## src/rtl/sprite_engine.sv

```systemverilog
// Sprite engine: walk/jump motion driven by the vsync tick, plus a two-stage
// pixel pipeline that turns DrawX/DrawY into a sprite-ROM address and then
// into a palette index for the VGA path.
module sprite_engine #(
   parameter int SPR_W     = 32,
   parameter int SPR_H     = 48,
   parameter int FRAMES    = 4,
   parameter int FRAME_DIV = 8,
   parameter int STEP      = 2,
   parameter int JUMP_V    = 12,
   parameter int X_MIN     = 0,
   parameter int X_MAX     = 607,
   parameter int GROUND_Y  = 400,
   parameter int X_INIT    = 100
) (
   input  logic        Clk,
   input  logic        Reset,
   input  logic        frame_clk,
   input  logic        move_left,
   input  logic        move_right,
   input  logic        jump,
   input  logic [9:0]  DrawX,
   input  logic [9:0]  DrawY,
   output logic [12:0] rom_addr,
   input  logic [7:0]  rom_data,
   output logic        is_character,
   output logic [7:0]  character_data,
   output logic [9:0]  pos_x,
   output logic [9:0]  pos_y
);

   typedef enum logic [1:0] {
      S_IDLE = 2'd0,
      S_WALK = 2'd1,
      S_JUMP = 2'd2
   } state_e;

   // All position arithmetic is done 11 bits wide so sums never wrap.
   localparam logic [10:0]        X_MIN11   = 11'(X_MIN);
   localparam logic [10:0]        X_MAX11   = 11'(X_MAX);
   localparam logic [10:0]        STEP11    = 11'(STEP);
   localparam logic signed [10:0] GROUND_S  = 11'(GROUND_Y);
   localparam logic [9:0]         GROUND10  = 10'(GROUND_Y);
   localparam logic [9:0]         X_INIT10  = 10'(X_INIT);
   localparam logic [9:0]         X_MIN10   = 10'(X_MIN);
   localparam logic [9:0]         X_MAX10   = 10'(X_MAX);
   localparam logic signed [6:0]  JUMP_VEL  = 7'(-JUMP_V);
   localparam logic [2:0]         DIV_LAST  = 3'(FRAME_DIV - 1);
   localparam logic [1:0]         FRAME_LAST = 2'(FRAMES - 1);
   localparam logic [10:0]        COL_LAST  = 11'(SPR_W - 1);
   localparam logic [10:0]        ROW_LAST  = 11'(SPR_H - 1);
   localparam logic [12:0]        FRAME_SZ  = 13'(SPR_W * SPR_H);
   localparam logic [12:0]        ROW_SZ    = 13'(SPR_W);

   // Motion state
   state_e             state_q, state_d;
   logic [9:0]         pos_x_q, pos_x_d;
   logic [9:0]         pos_y_q, pos_y_d;
   logic signed [6:0]  vel_q, vel_d;
   logic [1:0]         frame_q, frame_d;
   logic [2:0]         div_q, div_d;
   logic               facing_left_q, facing_left_d;
   logic               frame_clk_q;
   logic               tick;

   // Motion helpers
   logic               one_dir;
   logic               land;
   logic [10:0]        x_plus;
   logic [10:0]        x_cur;
   logic signed [10:0] y_sum;

   // Pixel pipeline
   logic [10:0]        draw_x11, draw_y11, pos_x11, pos_y11;
   logic [10:0]        col_raw, col, row;
   logic               inside_d, inside1_q, inside2_q;
   logic [12:0]        rom_addr_d, rom_addr_q;

   // Rising edge of vsync becomes a one-cycle tick.
   assign tick = frame_clk & ~frame_clk_q;

   // Registered copy of frame_clk for the edge detector.
   always_ff @(posedge Clk or negedge Reset) begin
      // NOTE: every clocked block uses non-blocking assignments so all registers
      // update together from the pre-edge values.
      if (!Reset) frame_clk_q <= 1'b0;
      else        frame_clk_q <= frame_clk;
   end

   // Motion FSM state register.
   always_ff @(posedge Clk or negedge Reset) begin
      if (!Reset) state_q <= S_IDLE;
      else        state_q <= state_d;
   end

   // Next state and all per-tick motion/animation updates.
   always_comb begin
      // NOTE: every variable gets a hold default first, so no path leaves one
      // unassigned and no latch can be inferred.
      state_d       = state_q;
      pos_x_d       = pos_x_q;
      pos_y_d       = pos_y_q;
      vel_d         = vel_q;
      frame_d       = frame_q;
      div_d         = div_q;
      facing_left_d = facing_left_q;

      one_dir = move_left ^ move_right;
      x_cur   = {1'b0, pos_x_q};
      x_plus  = x_cur + STEP11;
      y_sum   = $signed({1'b0, pos_y_q}) + {{4{vel_q[6]}}, vel_q};
      land    = (state_q == S_JUMP) && (y_sum >= GROUND_S);

      if (tick) begin
         // Mode selection; a jump request beats walking, the air phase ends on landing.
         unique case (state_q)
            S_IDLE, S_WALK: begin
               if (jump)         state_d = S_JUMP;
               else if (one_dir) state_d = S_WALK;
               else              state_d = S_IDLE;
            end
            S_JUMP: begin
               if (land) state_d = S_IDLE;
            end
            default: state_d = S_IDLE;
         endcase

         // Horizontal step with saturation at both screen limits.
         if (state_d != S_IDLE && one_dir) begin
            if (move_right) begin
               pos_x_d = (x_plus > X_MAX11) ? X_MAX10 : x_plus[9:0];
            end else begin
               pos_x_d = (x_cur < X_MIN11 + STEP11) ? X_MIN10 : 10'(x_cur - STEP11);
            end
         end

         if (one_dir) facing_left_d = move_left;

         // Ballistic vertical motion; the launch tick only loads the velocity.
         if (state_q == S_JUMP) begin
            if (land) begin
               pos_y_d = GROUND10;
               vel_d   = '0;
            end else begin
               pos_y_d = y_sum[9:0];
               vel_d   = vel_q + 7'sd1;
            end
         end else if (state_d == S_JUMP) begin
            pos_y_d = GROUND10;
            vel_d   = JUMP_VEL;
         end else begin
            pos_y_d = GROUND10;
            vel_d   = '0;
         end

         // Walk cycle advances every FRAME_DIV ticks; any other mode parks it at 0.
         if (state_d == S_WALK) begin
            if (div_q == DIV_LAST) begin
               div_d   = '0;
               frame_d = (frame_q == FRAME_LAST) ? 2'd0 : frame_q + 2'd1;
            end else begin
               div_d = div_q + 3'd1;
            end
         end else begin
            div_d   = '0;
            frame_d = '0;
         end
      end
   end

   // Motion registers; they only move on a tick, i.e. during vertical blank.
   always_ff @(posedge Clk or negedge Reset) begin
      if (!Reset) begin
         pos_x_q       <= X_INIT10;
         pos_y_q       <= GROUND10;
         vel_q         <= '0;
         frame_q       <= '0;
         div_q         <= '0;
         facing_left_q <= 1'b0;
      end else begin
         pos_x_q       <= pos_x_d;
         pos_y_q       <= pos_y_d;
         vel_q         <= vel_d;
         frame_q       <= frame_d;
         div_q         <= div_d;
         facing_left_q <= facing_left_d;
      end
   end

   // Stage 0: box test and sprite-local coordinates, mirrored when facing left.
   always_comb begin
      draw_x11 = {1'b0, DrawX};
      draw_y11 = {1'b0, DrawY};
      pos_x11  = {1'b0, pos_x_q};
      pos_y11  = {1'b0, pos_y_q};
      inside_d = (draw_x11 >= pos_x11) && (draw_x11 <= pos_x11 + COL_LAST) &&
                 (draw_y11 >= pos_y11) && (draw_y11 <= pos_y11 + ROW_LAST);
      col_raw  = draw_x11 - pos_x11;
      col      = facing_left_q ? (COL_LAST - col_raw) : col_raw;
      row      = draw_y11 - pos_y11;
      rom_addr_d = '0;
      if (inside_d) begin
         rom_addr_d = 13'(frame_q) * FRAME_SZ + 13'(row) * ROW_SZ + 13'(col);
      end
   end

   // Stage 1 registers the ROM address; stage 2 lines the box flag up with ROM data.
   always_ff @(posedge Clk or negedge Reset) begin
      if (!Reset) begin
         rom_addr_q <= '0;
         inside1_q  <= 1'b0;
         inside2_q  <= 1'b0;
      end else begin
         rom_addr_q <= rom_addr_d;
         inside1_q  <= inside_d;
         inside2_q  <= inside1_q;
      end
   end

   assign rom_addr       = rom_addr_q;
   assign is_character   = inside2_q;
   assign character_data = inside2_q ? rom_data : 8'h00;
   assign pos_x          = pos_x_q;
   assign pos_y          = pos_y_q;

endmodule
```

## config.mk

```make
export PLATFORM = sky130hd
export DESIGN_NAME = sprite_engine
export DESIGN_NICKNAME = d
export VERILOG_FILES = /design/src/rtl/sprite_engine.sv
export SDC_FILE = /design/constraint.sdc
export NUM_CORES = 1
export LEC_CHECK = 0
export BUFFER_PORTS_ARGS = -buffer_cell sky130_fd_sc_hd__buf_2
export CAP_MARGIN = 10
export CORE_MARGIN = 2
export CORE_UTILIZATION = 53
export DETAILED_ROUTE_END_ITERATION = 16
export GPL_TIMING_DRIVEN = 0
export PLACE_DENSITY = 0.88
export SLEW_MARGIN = 15
export SYNTH_ARGS = -nofsm -noshare
export SYNTH_HDL_FRONTEND = slang
export SYNTH_SLANG_ARGS = --single-unit
```

## constraint.sdc

```tcl
create_clock -name Clk -period 3.8 [get_ports Clk]
set_input_delay 0.38 -clock Clk [delete_from_list [all_inputs] [get_ports Clk]]
set_output_delay 0.38 -clock Clk [all_outputs]
set_load 0.01 [all_outputs]
```

* Yosys cells after proc, flatten, opt, wreduce, memory -nomap -nowiden
Index checks and enable logic that the tools add are counted.
** Operators by class
- Magnitude comparators :: 7
- $add $sub $neg :: 13
- Reduce and logical (&&, ||, !) cells :: 11
- Equal/unequal tests :: 7
- Muxes and demuxes :: 21
- Multipliers :: 1
- Bitwise operators :: 3
** Operator list (number)
- two-way mux 10 bit :: 5
- <= comparator 10 x 11 -> 1 bit :: 2
- two-way mux 7 bit :: 3
- >= comparator 10 bit :: 2
- adder 13 x 11 -> 13 bit :: 1
- adder 13 bit :: 1
- two-way mux 13 bit :: 1
- two-way mux 2 bit :: 6
- adder 10 x 11 -> 11 bit :: 1
- adder 10 x 2 -> 11 bit, second input constant :: 1
- adder 10 x 5 -> 11 bit, second input constant :: 1
- adder 10 x 6 -> 11 bit, second input constant :: 1
- >= comparator 11 x 10 -> 1 bit, second input constant :: 1
- > comparator 11 x 10 -> 1 bit, second input constant :: 1
- two-way mux 11 bit :: 1
- subtractor 10 x 10 -> 11 bit :: 1
- subtractor 5 x 11 -> 11 bit, first input constant :: 1
- less-than comparator 10 x 2 -> 1 bit, second input constant :: 1
- subtractor 10 x 2 -> 10 bit, second input constant :: 1
- two-way mux 8 bit :: 1
- subtractor 8 bit :: 1
- adder 7 x 2 -> 7 bit, second input constant :: 1
- == test 2 bit, second input constant :: 3
- two-way mux 3 bit :: 2
- other kinds (16) :: 23
** Word-level totals
- Word-level logic and storage cells :: 74
- Input bits :: 34
- Register bits :: 51

* Depth between registers and ports, before layout
Gate-level depths: netlist of run 1.
- Depth after elaboration :: 9
- Depth in mapped cells :: 23

* Worst setup path before layout of run 1
Ideal clock, no wire load.
- Kind :: register -> register
- Start point :: register pos_x_q[1] (netlist: pos_x[1])
- End point :: register rom_addr_q[12] (netlist: rom_addr[12])
- Path slack :: -472 ps
- Required time :: 3676 ps
- Clock period less this slack :: 4272 ps
- Cell stages (with the launch flop) :: 19
- Buffers on the path :: 0
- Arrival time :: 4149 ps
- Cell sequence :: dfrtp_1 > inv_1 > fa_1 > a21o_1 > a21oi_1 > o221ai_1 > a21oi_1 > xor2_1 > inv_1 > o41ai_1 > xnor2_1 > fa_1 > inv_1 > ha_1 > a21o_1 > a21oi_1 > xnor2_1 > xnor2_1 > nor2_1
** Between the ends
- Longest elaborated chain between the ends :: 6
- Elaborated cells between the ends (all ways) :: 11
- Those cells by class :: add/sub: 4; order compare: 2; mux: 2; reduce/logical: 3
** RTL lines
- start: declaration :: line 57 : logic [9:0] pos_x_q, pos_x_d;
- start signal: assignment :: line 181 : pos_x_q <= pos_x_d;
- parallel branches: the longest is 5 deep, another holds adder 13 x 11 -> 13 bit
- two-way mux 13 bit (*) :: line 202 : if (inside_d) begin
- via rom_addr_d[12] :: line 77 : logic [12:0] rom_addr_d, rom_addr_q;
- end signal: assignment :: line 214 : rom_addr_q <= rom_addr_d;
- end: declaration :: line 77
Mark *: on every way through the listed nets, which the timed path passes.
A chain may end at the register's enable or synchronous reset.

* Worst setup path after layout of run 1
- Start point :: register pos_x_q[3] (netlist: pos_x[3])
- End point :: register rom_addr_q[12] (netlist: rom_addr[12])
The elaborated chain is that of the path after synthesis.

==> summary.md, run 1 <==
| Metric | Value |
|---|---|
| DP Worst Slack | -0.446 ns |
| Largest net degree at the start of global routing | 52 |
| Core ar. | 0.00928 mm² |
| CTS Buffer Depth | 2 |
| Gr usage total | 26.9% |
| Synthesized area per cell | 8.64 µm² |
| Die Y | 102 µm |
| Net count after synthesis | 704 |
| Final Hold Vio Count | 0 |
| First-pass GRT wire length | 22.3 mm |
| Die Footprint | 0.0104 mm² |
| Violated checks | negative setup slack |
| Top FF cell, synth | dfrtp_1 |
| ANT nets after route | 0 |
| Layout fillers | 747 |
| CTS tree | built |
| HP Class | primary input to async pin |
| Relative slew slack | 56.2% |
| CP Max Fanout | 10 |
| Pwr Density | 1020 mW/mm² |
| Post-synthesis sequential area ratio | 25.2% |
| CTS Hold Buffers Added | 0 |
| Clk sinks | 51 |
| Area grow syn2layout | 19.5% |
| R2r startpoint | pos_x[3] |
| Final worst slack | -0.422 ns |
| Critical Path Start | pos_x[3] |
| H-tree depth | 2 |
| Clock buffer count from CTS | 5 |
| Max_cap viols | 0 |
| Routed via count | 4,833 |
| Starting density of the core | 54.9% |
| # nets final | 797 |
| EDFF count, synth | 0 |
| Clk_skew | 0.00488 ns |
| Critical Path AT | 4.41 ns |
| Post-Synthesis Cell Area | 0.00510 mm² |
| Initial antenna violation count | 0 |
| Share of layout cells above drive strength 1 | 23.7% |
| Design area | 0.00609 mm² |
| Max rail drop VDD | 0.407 mV |
| Status | finished with violations |
| WHS | 0.0877 ns |
| Io pins | 76 |
| Leak | 2.91 nW |
| Slew of the pin with the lowest slew margin | 0.657 ns |
| Max Fclk | 0.237 GHz |
| Placed Area | 0.00577 mm² |
| YS warnings | 0 |
| Clock root cell | clkbuf_8 |
| Vias per cell | 5.94 |
| Die Span X | 102 µm |
| Vias in the first global route | 4,918 |
| Slew Limit Fails | 0 |
| WL final | 13.7 mm |
| Initial DRT Pass Iterations | 5 |
| Grt ovf | 0 |
| FF+latch count, synth | 51 |
| N_diodes | 0 |
| Dpl hpwl | 10.2 mm |
| Synth unique cells | 71 |
| Critical Path RT | 3.99 ns |
| Row cnt | 35 |
| Asr flop ratio synth | 100% |
| Port Buffers | 75 |
| DRC Markers | 0 |
| Clock Latency Late Sink | 0.31 ns |
| Unrepaired setup endpoints after global routing | yes |
| Setup violators final | 3 |
| Worst setup SP type | flip-flop |
| Crit end category | flip-flop |
| Tmin final | 4.22 ns |
| Crit Path Class | flip-flop to flip-flop |
| Post-Syn Instances | 590 |
| Clock Pin Slew Worst Setup and Hold Paths | 0.09 ns |
| DR iter-0 viols | 254 |
| GP Congestion | 0.931 |
| WL/cell | 16.8 µm |
| Tcrit/Tclk final | 111% |
area by class of cell:
type	instances	area, µm²	share of cell area, %
Buffer	16	104	1.70
Clock buffer	7	76.3	1.25
Timing Repair Buffer	89	483	7.93
Multi-Input combinational cell	478	3780	62.0
Sequential cell	51	1290	21.1
Clock inverter	1	30.0	0.493
Tap cell	129	161	2.65
Inverter	42	175	2.87
layer usage:
layer	global-route usage, %	vias to the layer above	part of all wire, %
met2	47.8	209	49
met1	32.9	2273	41
met4	10.2	0	3.0
met5	0	-	0
met3	3.90	40	6.8
li1	-	2311	-
synthesized netlist by cell type, types with 4 or more instances:
cell / instances / area (µm²)
ha_1: 74 / 926
nand2_1: 54 / 203
dfrtp_1: 45 / 1130
inv_1: 42 / 158
xnor2_1: 42 / 368
a21oi_1: 40 / 200
o21ai_0: 31 / 155
nor2_1: 29 / 109
a21o_1: 19 / 143
clkbuf_1: 14 / 52.6
nand3_1: 14 / 70.1
nor3_1: 12 / 60.1
and2_1: 11 / 68.8
and3_1: 10 / 62.6
nand2b_1: 10 / 62.6
nor2b_1: 10 / 62.6
o31ai_1: 10 / 75.1
xor2_1: 10 / 87.6
nand4_1: 7 / 43.8
dfstp_2: 6 / 158
fa_1: 6 / 120
o22ai_1: 6 / 37.5
or3_1: 6 / 37.5
o21a_1: 5 / 37.5
a211o_1: 4 / 35.0
o41ai_1: 4 / 35.0
logic make-up after synthesis:
family          synth area share, %
simple gates                   18.0
compound gates                 21.8
xor+xnor                       8.93
buf+inv                        4.98
flops                          25.2
mux                           0.638
fa+ha+maj                      20.5
metrics by stage:
step	total power, mW	setup TNS (ns)	instances	utilization (%)
2_1_floorplan	4.28	-0.00482	590	-
3_3_place_gp	5.02	-0.498	794	62.1
3_5_place_dp	5.26	-0.774	794	62.1
4_1_cts	5.78	-0.275	806	64.1
5_1_grt	6.77	-2.14	813	65.6
6_report	6.22	-0.678	813	65.6
power breakdown:
group / internal, mW / switching (mW) / total, mW
sequential: 0.734 / 0.208 / 0.943
combinational: 2.31 / 2.59 / 4.89
clock: 0.197 / 0.185 / 0.383
total: 3.24 / 2.98 / 6.22
final timing paths:
check,slack [ns],end,cells past startpoint
worst min-delay path,0.09,is_character,1
worst max register to register,-0.42,rom_addr[12],19
worst min register to register,0.36,is_character,0
max in group asynchronous,3.23,pos_x[1],1
worst max-delay path,-0.42,rom_addr[12],19
min in group Clk,0.20,frame_clk_q,1
critical path: stages, from the launching register on:
cell and delay (ns):
dfrtp_1 0.43, buf_6 0.16, inv_4 0.08, ha_4 0.22
and3_1 0.17, a221o_1 0.39, a21oi_2 0.22, o21ai_2 0.09
xor2_2 0.22, buf_4 0.17, o41ai_4 0.34, xnor2_1 0.14
fa_1 0.56, inv_2 0.05, ha_4 0.23, a21o_1 0.16
a21oi_2 0.14, xnor2_1 0.14, xnor2_1 0.13, nor2_1 0.06
cells in the final DEF, fill, tap and decap left out, types with 12 or more instances in the layout:
cell type  count
a21o_1        19
a21oi_1       33
buf_2         74
buf_4         17
clkbuf_1      12
dfrtp_1       43
ha_1          65
inv_1         34
nand2_1       54
nand3_1       14
nor2_1        29
nor3_1        12
o21ai_0       25
xnor2_1       39
state kept, by name (all words and copies together) (netlist names):
register	count
facing_left_q	1
div_q	3
pos_x	10
inside1_q	1
frame_clk_q	1
rom_addr	13
pos_y	10
frame_q	2
vel_q	7
state_q	2
is_character	1
timing repair:
action | CTS | global route
gates resized for setup | 11 | 20
endpoints found under the hold margin | 0 | 0
endpoints found under the setup margin | 3 | 11
setup buffers | 6 | 8
pin swaps | 6 | 25
Note: power is estimated with default switching activity, not from simulation.
==> run 2: changes to the inputs <==
==> constraint.sdc (replaced) <==
create_clock -name Clk -period 3.8 [get_ports Clk]
set_input_delay 0 -clock Clk [delete_from_list [all_inputs] [get_ports Clk]]
set_output_delay 0 -clock Clk [all_outputs]
set_load 0.01 [all_outputs]
==> run 2 against run 1 <==
Compared with the run above: the run still ends with negative setup slack left; combinational power is essentially flat; hold slack gained 0.0012 ns; sequential share of layout area shrank 0.10 points; via count grew 0.46%; critical endpoint unchanged; highest routed layer unchanged.
==> summary.md, run 2 (same netlist as run 1, synthesis figures left out) <==
| Metric | Value |
|---|---|
| Die Footprint | 0.0104 mm² |
| Violated checks | negative setup slack |
| Status | finished with violations |
| Clk_skew | 0.00526 ns |
| Gr usage total | 26.9% |
| FF-to-FF path depth | 19 |
| Design area | 0.00612 mm² |
| Slew of the pin with the lowest slew margin | 0.662 ns |
| Worst path bufs/invs | 4 |
| FF/Latch Area | 0.00129 mm² |
| Dpl hpwl | 10.2 mm |
| N_diodes | 0 |
| Crit path max-delay cell type | fa_1 |
| ANT nets after route | 0 |
| Design Power | 6.22 mW |
| Clock buffer count from CTS | 5 |
| Clock Latency Late Sink | 0.30 ns |
| Crit Path Class | flip-flop to flip-flop |
| Crit end category | flip-flop |
| Port Buffers | 75 |
| Unrepaired setup endpoints after global routing | yes |
| Placed Area | 0.00577 mm² |
| Commonest cells after routing, fill and taps aside | buf_2 (74), ha_1 (65), nand2_1 (54) |
| H-tree depth | 2 |
| Largest net degree at the start of global routing | 52 |
| Final Hold Vio Count | 0 |
| Layout fillers | 745 |
| Relative slew slack | 55.9% |
| Vias per cell | 5.95 |
| CTS tree | built |
| Share of layout cells above drive strength 1 | 23.6% |
| Row cnt | 35 |
| DRC Markers | 0 |
| Worst r2r dst | rom_addr[12] |
| Final worst slack | -0.411 ns |
| Number of flip-flops in the largest register | 13 |
| HP Class | primary input to flip-flop |
| Tcrit/Tclk final | 111% |
| CTS Buffer Depth | 2 |
| Max_cap viols | 0 |
| Pwr Density | 1020 mW/mm² |
| R2r startpoint | pos_x[3] |
| Area grow syn2layout | 20.1% |
| Vias in the first global route | 4,927 |
| GP Congestion | 0.931 |
| Most used cell, CP | xnor2_1 |
| Die Span X | 102 µm |
| Flop-to-flop setup slack | -0.41 ns |
| DR iter-0 viols | 289 |
| Worst setup SP type | flip-flop |
| Clock root cell | clkbuf_8 |
| Tmin final | 4.21 ns |
| WHS | 0.0889 ns |
| CP Max Fanout | 10 |
| DP Worst Slack | -0.351 ns |
| Io pins | 76 |
| Slew Limit Fails | 0 |
| First-pass GRT wire length | 22.3 mm |
| WHS Endpoint | frame_q[0] |
| WL final | 13.6 mm |
| Max rail drop VDD | 0.408 mV |
| Critical Path RT | 3.99 ns |
| Max Fclk | 0.237 GHz |
| Family with the most delay on the worst path | compound AO/OA/AOI/OAI gates |
| Initial DRT Pass Iterations | 8 |
| Die Y | 102 µm |
| Worst hold path depth | 4 |
| Setup violators final | 3 |
| Leak | 2.92 nW |
| # nets final | 800 |
| Initial antenna violation count | 0 |
| Core ar. | 0.00928 mm² |
| Slowest stage delay, CP | 0.56 ns |
| Critical path, cell by cell | buf_6, inv_4, ha_4, and3_1, a221o_1, a21oi_2, o21ai_2, xor2_2, buf_4, o41ai_4, xnor2_1, fa_1, inv_2, ha_4, a21o_1, a21oi_2, xnor2_1, xnor2_1, nor2_1 |
| Clk sinks | 51 |
| WL/cell | 16.7 µm |
| Commonest non-fill, non-tap cell in the layout | buf_2 |
| Starting density of the core | 54.9% |
| Multi-input logic area | 0.00378 mm² |
| Routed via count | 4,855 |
| Layout Cells excl Fill | 816 |
| Clock Pin Slew Worst Setup and Hold Paths | 0.09 ns |
| Cell count after placement | 794 |
| Hold_sp | jump |
| Grt ovf | 0 |
| Critical Path AT | 4.40 ns |
## run 2: timing repair
item                                   in CTS  in global routing
setup endpoints to repair                   3                 11
resized for setup                          11                 20
buffers inserted                            6                  8
pin swaps                                   6                 25
hold buffers                                3                  0
endpoints found under the hold margin      47                  0
## run 2: cell type report
type / instances / area share, %
Sequential cell: 51 / 21.0
Inverter: 42 / 2.86
Tap cell: 129 / 2.64
Multi-Input combinational cell: 478 / 61.7
Clock buffer: 7 / 1.25
Timing Repair Buffer: 92 / 8.38
Buffer: 16 / 1.70
Clock inverter: 1 / 0.490
## run 2: worst min-delay path, cell delays in order
cell     delay, ns
buf_2         0.10
o41ai_1       0.12
nand2_1       0.08
o31ai_1       0.06
## run 2: routing by layer
metal	vias to the layer above	wire, µm	track usage [%]	part of all wire, %
met5	-	0	0	0
met3	35	938	3.76	6.9
met2	227	6690	47.9	49
met4	0	376	10.2	2.8
li1	2321	-	-	-
met1	2272	5630	33.0	41
## run 2: through the flow
stage / util [%] / TNS (ns)
2_1_floorplan: - / -0.00482
3_3_place_gp: 62.1 / -0.313
3_5_place_dp: 62.1 / -0.525
4_1_cts: 64.5 / -0.275
5_1_grt: 66.0 / -2.16
6_report: 66.0 / -0.649
## run 2: worst max path at each step
stage | from | endpoint | slack (ns) | depth (start not counted)
4_1_cts | pos_x[1] | rom_addr[12] | -0.21 | 20
2_1_floorplan | pos_x[2] | rom_addr[12] | -0.005 | 18
5_1_grt | pos_x[0] | rom_addr[12] | -0.57 | 21
3_5_place_dp | pos_x[5] | rom_addr[12] | -0.35 | 22
3_3_place_gp | pos_x[1] | rom_addr[12] | -0.25 | 18
6_report | pos_x[3] | rom_addr[12] | -0.41 | 19
## run 2: report_power, final
part	switching [mW]	internal, mW	total, mW	leakage [nW]
logic	2.58	2.31	4.89	2.23
registers	0.209	0.734	0.943	0.640
clock network	0.185	0.197	0.383	0.0524
total	2.98	3.24	6.22	2.92
